<file path="config.mk">
export PLATFORM = sky130hd
export DESIGN_NAME = np_frame_scheduler
export DESIGN_NICKNAME = d
export VERILOG_FILES = /design/src/rtl/np_pkg.sv /design/src/rtl/np_rr_arbiter2.sv /design/src/rtl/np_frame_scheduler.sv
export SDC_FILE = /design/constraint.sdc
export NUM_CORES = 1
export LEC_CHECK = 0
export BUFFER_PORTS_ARGS = -buffer_cell sky130_fd_sc_hd__buf_2
export CAP_MARGIN = 20
export CORE_AREA = 3 3 251 253
export CTS_CLUSTER_DIAMETER = 50
export DETAILED_ROUTE_END_ITERATION = 6
export DIE_AREA = 0 0 254 256
export GPL_TIMING_DRIVEN = 0
export PLACE_DENSITY = 0.52
export REMOVE_ABC_BUFFERS = 1
export SLEW_MARGIN = 0
export SYNTH_ARGS = -nofsm -noshare
export SYNTH_HDL_FRONTEND = slang
export SYNTH_SLANG_ARGS = --single-unit
</file>
<file path="constraint.sdc">
create_clock -name clock -period 14.36 [get_ports clock]
set_input_delay 1.436 -clock clock [delete_from_list [all_inputs] [get_ports clock]]
set_output_delay 1.436 -clock clock [all_outputs]
set_load 0.01 [all_outputs]
</file>
<file path="src/rtl/np_pkg.sv">
// Shared types for the Neopixel frame scheduler: FSM states, index width and colour struct.
package np_pkg;

  localparam int unsigned NP_IDX_W = 5;

  typedef enum logic [2:0] {
    IDLE      = 3'd0,
    WAIT_RDY  = 3'd1,
    LOAD      = 3'd2,
    GO        = 3'd3,
    SETTLE    = 3'd4,
    BUSY_WAIT = 3'd5
  } np_sched_state_t;

  typedef struct packed {
    logic [7:0] red;
    logic [7:0] green;
    logic [7:0] blue;
  } rgb_t;

endpackage

</file>
<file path="src/rtl/np_rr_arbiter2.sv">
// Two-way round-robin arbiter; a tie goes to the requester not granted last.
module np_rr_arbiter2 (
  input  logic clock,
  input  logic reset,
  input  logic req_a_i,
  input  logic req_b_i,
  output logic grant_a_o,
  output logic grant_b_o
);

  logic last_b_q;
  logic last_b_d;

  always_comb begin
    grant_a_o = req_a_i & (~req_b_i | last_b_q);
    grant_b_o = req_b_i & ~grant_a_o;
    last_b_d  = last_b_q;
    if (grant_a_o) begin
      last_b_d = 1'b0;
    end else if (grant_b_o) begin
      last_b_d = 1'b1;
    end
  end

  // Pointer starts at B so that A wins the first tie.
  always_ff @(posedge clock or posedge reset) begin
    if (reset) begin
      last_b_q <= 1'b1;
    end else begin
      last_b_q <= last_b_d;
    end
  end

endmodule

</file>
<file path="src/rtl/np_frame_scheduler.sv">
// Shares one Neopixel strand between two requesters: shadows pixel colours and
// streams a full frame to the downstream controller when dirty and rate-allowed.
module np_frame_scheduler
  import np_pkg::*;
#(
  parameter int unsigned NUM_PIXELS     = 16,
  parameter logic [19:0] REFRESH_CYCLES = 20'd833_333
) (
  input  logic                clock,
  input  logic                reset,
  input  logic                a_valid,
  input  logic [NP_IDX_W-1:0] a_pixel,
  input  logic [23:0]         a_rgb,
  output logic                a_ack,
  input  logic                b_valid,
  input  logic [NP_IDX_W-1:0] b_pixel,
  input  logic [23:0]         b_rgb,
  output logic                b_ack,
  input  logic                force_refresh,
  output logic [7:0]          np_red,
  output logic [7:0]          np_green,
  output logic [7:0]          np_blue,
  output logic [NP_IDX_W-1:0] np_pixel,
  output logic                np_load,
  output logic                np_go,
  input  logic                np_ready,
  output logic                busy,
  output logic [15:0]         frames_sent
);

  localparam int unsigned         SH_IDX_W = (NUM_PIXELS > 1) ? $clog2(NUM_PIXELS) : 1;
  localparam logic [NP_IDX_W-1:0] LAST_IDX = NP_IDX_W'(NUM_PIXELS - 1);

  np_rr_arbiter2 u_arb (
    .clock     (clock),
    .reset     (reset),
    .req_a_i   (a_valid),
    .req_b_i   (b_valid),
    .grant_a_o (a_ack),
    .grant_b_o (b_ack)
  );

  logic [NP_IDX_W-1:0] wr_pixel;
  rgb_t                wr_rgb;
  logic                wr_keep;

  always_comb begin
    wr_pixel = b_ack ? b_pixel : a_pixel;
    wr_rgb   = b_ack ? b_rgb : a_rgb;
    wr_keep  = (a_ack | b_ack) && (32'(wr_pixel) < NUM_PIXELS);
  end

  rgb_t shadow_q [NUM_PIXELS];

  always_ff @(posedge clock or posedge reset) begin
    if (reset) begin
      for (int unsigned i = 0; i < NUM_PIXELS; i++) begin
        shadow_q[i] <= '0;
      end
    end else if (wr_keep) begin
      shadow_q[wr_pixel[SH_IDX_W-1:0]] <= wr_rgb;
    end
  end

  np_sched_state_t     state_q, state_d;
  logic [NP_IDX_W-1:0] idx_q, idx_d;
  logic                dirty_q, dirty_d;
  logic                force_q, force_d;
  logic [19:0]         interval_q, interval_d;
  logic [15:0]         frames_q, frames_d;
  logic                elapsed;

  always_comb begin
    state_d    = state_q;
    idx_d      = idx_q;
    dirty_d    = dirty_q;
    force_d    = force_q;
    elapsed    = (interval_q == '0);
    interval_d = interval_q;
    frames_d   = frames_q;

    if (state_q == GO) begin
      interval_d = REFRESH_CYCLES - 20'd1;
      frames_d   = frames_q + 16'd1;
    end else if (!elapsed) begin
      interval_d = interval_q - 20'd1;
    end

    case (state_q)
      IDLE:      if ((dirty_q || force_q) && elapsed) state_d = WAIT_RDY;
      WAIT_RDY: begin
        if (np_ready) begin
          state_d = LOAD;
          idx_d   = '0;
          dirty_d = 1'b0;
          force_d = 1'b0;
        end
      end
      LOAD: begin
        if (idx_q == LAST_IDX) begin
          state_d = GO;
        end else begin
          idx_d = idx_q + 1'b1;
        end
      end
      GO:        state_d = SETTLE;
      SETTLE:    state_d = BUSY_WAIT;
      BUSY_WAIT: if (np_ready) state_d = IDLE;
      default:   state_d = IDLE;
    endcase

    // New requests override the clear taken on the WAIT_RDY->LOAD transition.
    if (wr_keep) dirty_d = 1'b1;
    if (force_refresh) force_d = 1'b1;
  end

  logic                load_q, go_q, busy_q;
  logic [NP_IDX_W-1:0] pixel_q;
  rgb_t                out_rgb_q;

  // Downstream outputs are registered from the next state, so each LOAD cycle
  // presents the shadow value held before that cycle's write lands.
  always_ff @(posedge clock or posedge reset) begin
    if (reset) begin
      state_q    <= IDLE;
      idx_q      <= '0;
      dirty_q    <= 1'b0;
      force_q    <= 1'b0;
      interval_q <= '0;
      frames_q   <= '0;
      load_q     <= 1'b0;
      go_q       <= 1'b0;
      busy_q     <= 1'b0;
      pixel_q    <= '0;
      out_rgb_q  <= '0;
    end else begin
      state_q    <= state_d;
      idx_q      <= idx_d;
      dirty_q    <= dirty_d;
      force_q    <= force_d;
      interval_q <= interval_d;
      frames_q   <= frames_d;
      load_q     <= (state_d == LOAD);
      go_q       <= (state_d == GO);
      busy_q     <= (state_d != IDLE);
      if (state_d == LOAD) begin
        pixel_q   <= idx_d;
        out_rgb_q <= shadow_q[idx_d[SH_IDX_W-1:0]];
      end
    end
  end

  assign np_load     = load_q;
  assign np_go       = go_q;
  assign busy        = busy_q;
  assign np_pixel    = pixel_q;
  assign np_red      = out_rgb_q.red;
  assign np_green    = out_rgb_q.green;
  assign np_blue     = out_rgb_q.blue;
  assign frames_sent = frames_q;

endmodule
</file>
==> flow_summary.yaml <==
worst_setup_path:
  max_stage_delay_ns: 0.87
  end_kind: "register"
  crit_family: "simple AND/OR/NAND/NOR gates"
  arrival_ns: 5.94
  cp_data_required_time_ns: 14.83
  crit_buf_inv: 2
  path_cells: "buf_12 -> ha_1 -> nand4b_2 -> nand3_1 -> and2_2 -> inv_4 -> nand3_2 -> o221ai_1 -> or4b_1"
  worstSetupPathType: "reg -> reg"
  critPathSlowestCell: "nand3_2"
  worst-path-max-fanout: 36
  worst_setup_path_start_kind: "register"
power:
  vdd_drop_max_uv: 112
  leakagePower_nw: 11.3
  switchingPower_mw: 1.93
  seqPwrFrac_pct: 38.7
  power_density_nw_per_um2: 211
  combPwrFrac_pct: 34.3
  internal-power_mw: 3.42
  swShare_pct: 36.0
  pwr-share-clk_pct: 27.0
placed_design:
  dp.cells: 2998
  io_buffers: 113
  place_hpwl_um: 40900
  dp_slack_ns: 8.60
  postPlaceCellArea_um2: 23300
  place_congestion: 0.741
grt:
  overflow: 0
  grt.total_usage_pct: 19.9
  grt_start_max_net_pins: 129
  antenna_found_initial: 0
  grt_pass1_vias: 16500
  grt_pass1_wl_um: 100000
floorplan:
  die_height_um: 256
  initial_core_util_pct: 34.8
  rows: 91
  pin_count: 114
  die_x_um: 254
  fp.dieArea_um2: 65000
  core_um2: 61300
clock_tree:
  cts_hold_buf: 0
  cts_buffer_depth: 3
  cts-resized-gates: 0
  clkLatencyLatePin_ns: 0.63
  cts_max_level: 2
  path_clk_slew_ns: 0.06
  root_buffer: "clkbuf_16"
  numCtsBuffers: 57
  cts.sinks: 463
  cts_tree: "done"
  cts_setup_buffers: 0
detailed_routing:
  drtIter0Drc: 1152
  vias: 16700
  ant_nets: 0
  drt_wl_total_um: 64400
  drc: 0
  routed_via_density: 5.37
  dr.pass1.iters: 5
  wl_per_cell_um: 20.7
sta:
  rsz0062_at_grt: "no"
  slew_violations: 0
  tightest_slew_ns: 1.12
  setup_slack_ns: 8.90
  slew_headroom_pct: 24.9
  max_clock_freq_mhz: 183
  fin_worst_skew_ns: 0.0269
  final-hold-violation-count: 0
  setup_violations: 0
  tns_ns: 0
  timing.final.crit_share_pct: 38.0
  min_period_ns: 5.46
layout:
  finalInstanceArea_um2: 25300
  final-instance-count-excl-fill: 3114
  drive_gt1_share_pct: 15.7
  fin_nets: 2346
  syn_to_final_growth_pct: 18.7
  utilization_pct: 41.3
  antenna_cells: 0
synthesis:
  netlist_instances: 2212
  synth-seq-cells: 463
  synth.top_cell.area_share_pct: 54.2
  yosys_warnings: 0
  yosysSeqAreaShare_pct: 54.4
  synth_area_leaders: "dfrtp_1, nand2_1, o21ai_0"
  synth_edf_count: 0
  synth.most_common_cell: "dfrtp_1"
  synth_commonest_cells: "dfrtp_1, nand2_1, o21ai_0"
  syn_area_per_cell_um2: 9.64
  syn-cell-area_um2: 21300
  synth_top_area_cell: "dfrtp_1"
  yosysUniqueCellTypes: 67
  async_reset_ff_share_pct: 100
  synth_flop_cell: "dfrtp_1"
job:
  drv_cap: 0
outcome:
  outcome: "finished clean"
hold_path:
  min_path_type: "reg -> reg"
worst paths after layout:
| kind | from | to | slack, ns | cells after the start |
|---|---|---|---|---|
| max | idx_q[0]$_DFF_PP0_ | np_green[4]$_DFFE_PP0N_ | 8.90 | 9 |
| min | np_pixel[3]$_DFFE_PP0N_ | np_pixel[3]$_DFFE_PP0N_ | 0.47 | 2 |
| max reg2reg | idx_q[0]$_DFF_PP0_ | np_green[4]$_DFFE_PP0N_ | 8.90 | 9 |
| min reg2reg | np_pixel[3]$_DFFE_PP0N_ | np_pixel[3]$_DFFE_PP0N_ | 0.47 | 2 |
| max in group asynchronous | reset | shadow_q[54]$_DFFE_PP0P_ | 11.67 | 5 |
| min in group asynchronous | reset | dirty_q$_DFFE_PP0P_ | 1.01 | 3 |
kinds of logic (layout without fill, tap and decap cells):
logic type | Yosys count | count (layout) | share of synthesized area [%]
AND/OR/NAND/NOR | 769 | 769 | 16.1
AO/OA/AOI/OAI | 636 | 636 | 18.2
flip-flops | 463 | 463 | 54.4
buffers and inverters | 219 | 331 | 4.40
multiplexers | 90 | 90 | 5.46
XOR/XNOR | 31 | 31 | 1.27
adder cells (fa/ha/maj) | 4 | 4 | 0.235
power by group through the flow:
stage | Combinational, mW | Sequential (mW) | Clock (mW)
after floorplan | 1.19 | 2.04 | 0
after global placement | 1.67 | 2.08 | 0
after detailed placement | 1.84 | 2.09 | 0
after CTS | 1.84 | 2.07 | 1.48
after global routing | 2.04 | 2.13 | 1.53
final | 1.84 | 2.07 | 1.44
worst register-to-register path, stage by stage (launching register included):
cell and delay (ns):
dfrtp_2 0.59, buf_12 0.26, ha_1 0.36, nand4b_2 0.60, nand3_1 0.62, and2_2 0.84, inv_4 0.44, nand3_2 0.87
o221ai_1 0.24, or4b_1 0.51
sequential cells by signal, indices dropped and copies added (netlist names):
name and cells:
np_green 8, state_q 3, force_q 1, np_load 1, np_blue 8, np_red 8, idx_q 5, u_arb.last_b_q 1
np_pixel 5, np_go 1, dirty_q 1, busy 1, frames_sent 16, interval_q 20, shadow_q 384
per-stage QoR:
stage	hold slack, ns	power [mW]
4_1_cts	0.476	5.38
6_report	0.471	5.34
2_1_floorplan	0.442	3.23
5_1_grt	0.494	5.70
3_3_place_gp	0.454	3.75
3_5_place_dp	0.463	3.92
cells in the final DEF (no fill, tap or decap), types with 7 or more instances in the layout:
| master | Yosys | final |
|---|---|---|
| a311oi_1 | 12 | 12 |
| or4b_1 | 13 | 13 |
| o21ai_0 | 280 | 280 |
| a32oi_1 | 12 | 12 |
| nand4b_1 | 9 | 9 |
| nand2b_1 | 7 | 7 |
| nor2_1 | 172 | 170 |
| nand3b_1 | 8 | 8 |
| buf_16 | 0 | 14 |
| inv_1 | 23 | 21 |
| buf_2 | 31 | 113 |
| mux2i_1 | 69 | 68 |
| clkbuf_1 | 135 | 15 |
| a21oi_1 | 172 | 171 |
| buf_4 | 4 | 36 |
| o221ai_1 | 33 | 33 |
| and3_1 | 49 | 49 |
| a32o_1 | 16 | 16 |
| nor3_1 | 12 | 10 |
| nand3_1 | 24 | 15 |
| buf_6 | 8 | 20 |
| a211oi_2 | 10 | 10 |
| xnor2_1 | 22 | 22 |
| nand3_2 | 1 | 10 |
| clkbuf_16 | 0 | 58 |
| a211oi_1 | 49 | 49 |
| xor2_1 | 9 | 9 |
| a311o_1 | 18 | 18 |
| nand2_1 | 424 | 424 |
| mux4_2 | 21 | 21 |
| buf_12 | 0 | 14 |
| dfrtp_1 | 462 | 461 |
| nand4_1 | 9 | 9 |
| clkbuf_8 | 0 | 10 |
layout make-up:
cell class                 count  area (um2)
sequential                   463       11600
multi-input combinational   1530        8920
clock inverter                22         254
timing repair buffer         201        1790
inverter                      25         106
tap                          790         988
clock buffer                  83        1650
fill                        5917       36000
routing by layer:
metal / global-route usage (%) / vias up / wire length, um
met5: 0 / - / 0
met4: 5.38 / 0 / 1430
li1: - / 7923 / -
met3: 3.04 / 95 / 2990
met1: 27.4 / 8312 / 29200
met2: 32.6 / 401 / 30800
Power figures use the tool's default switching activity.
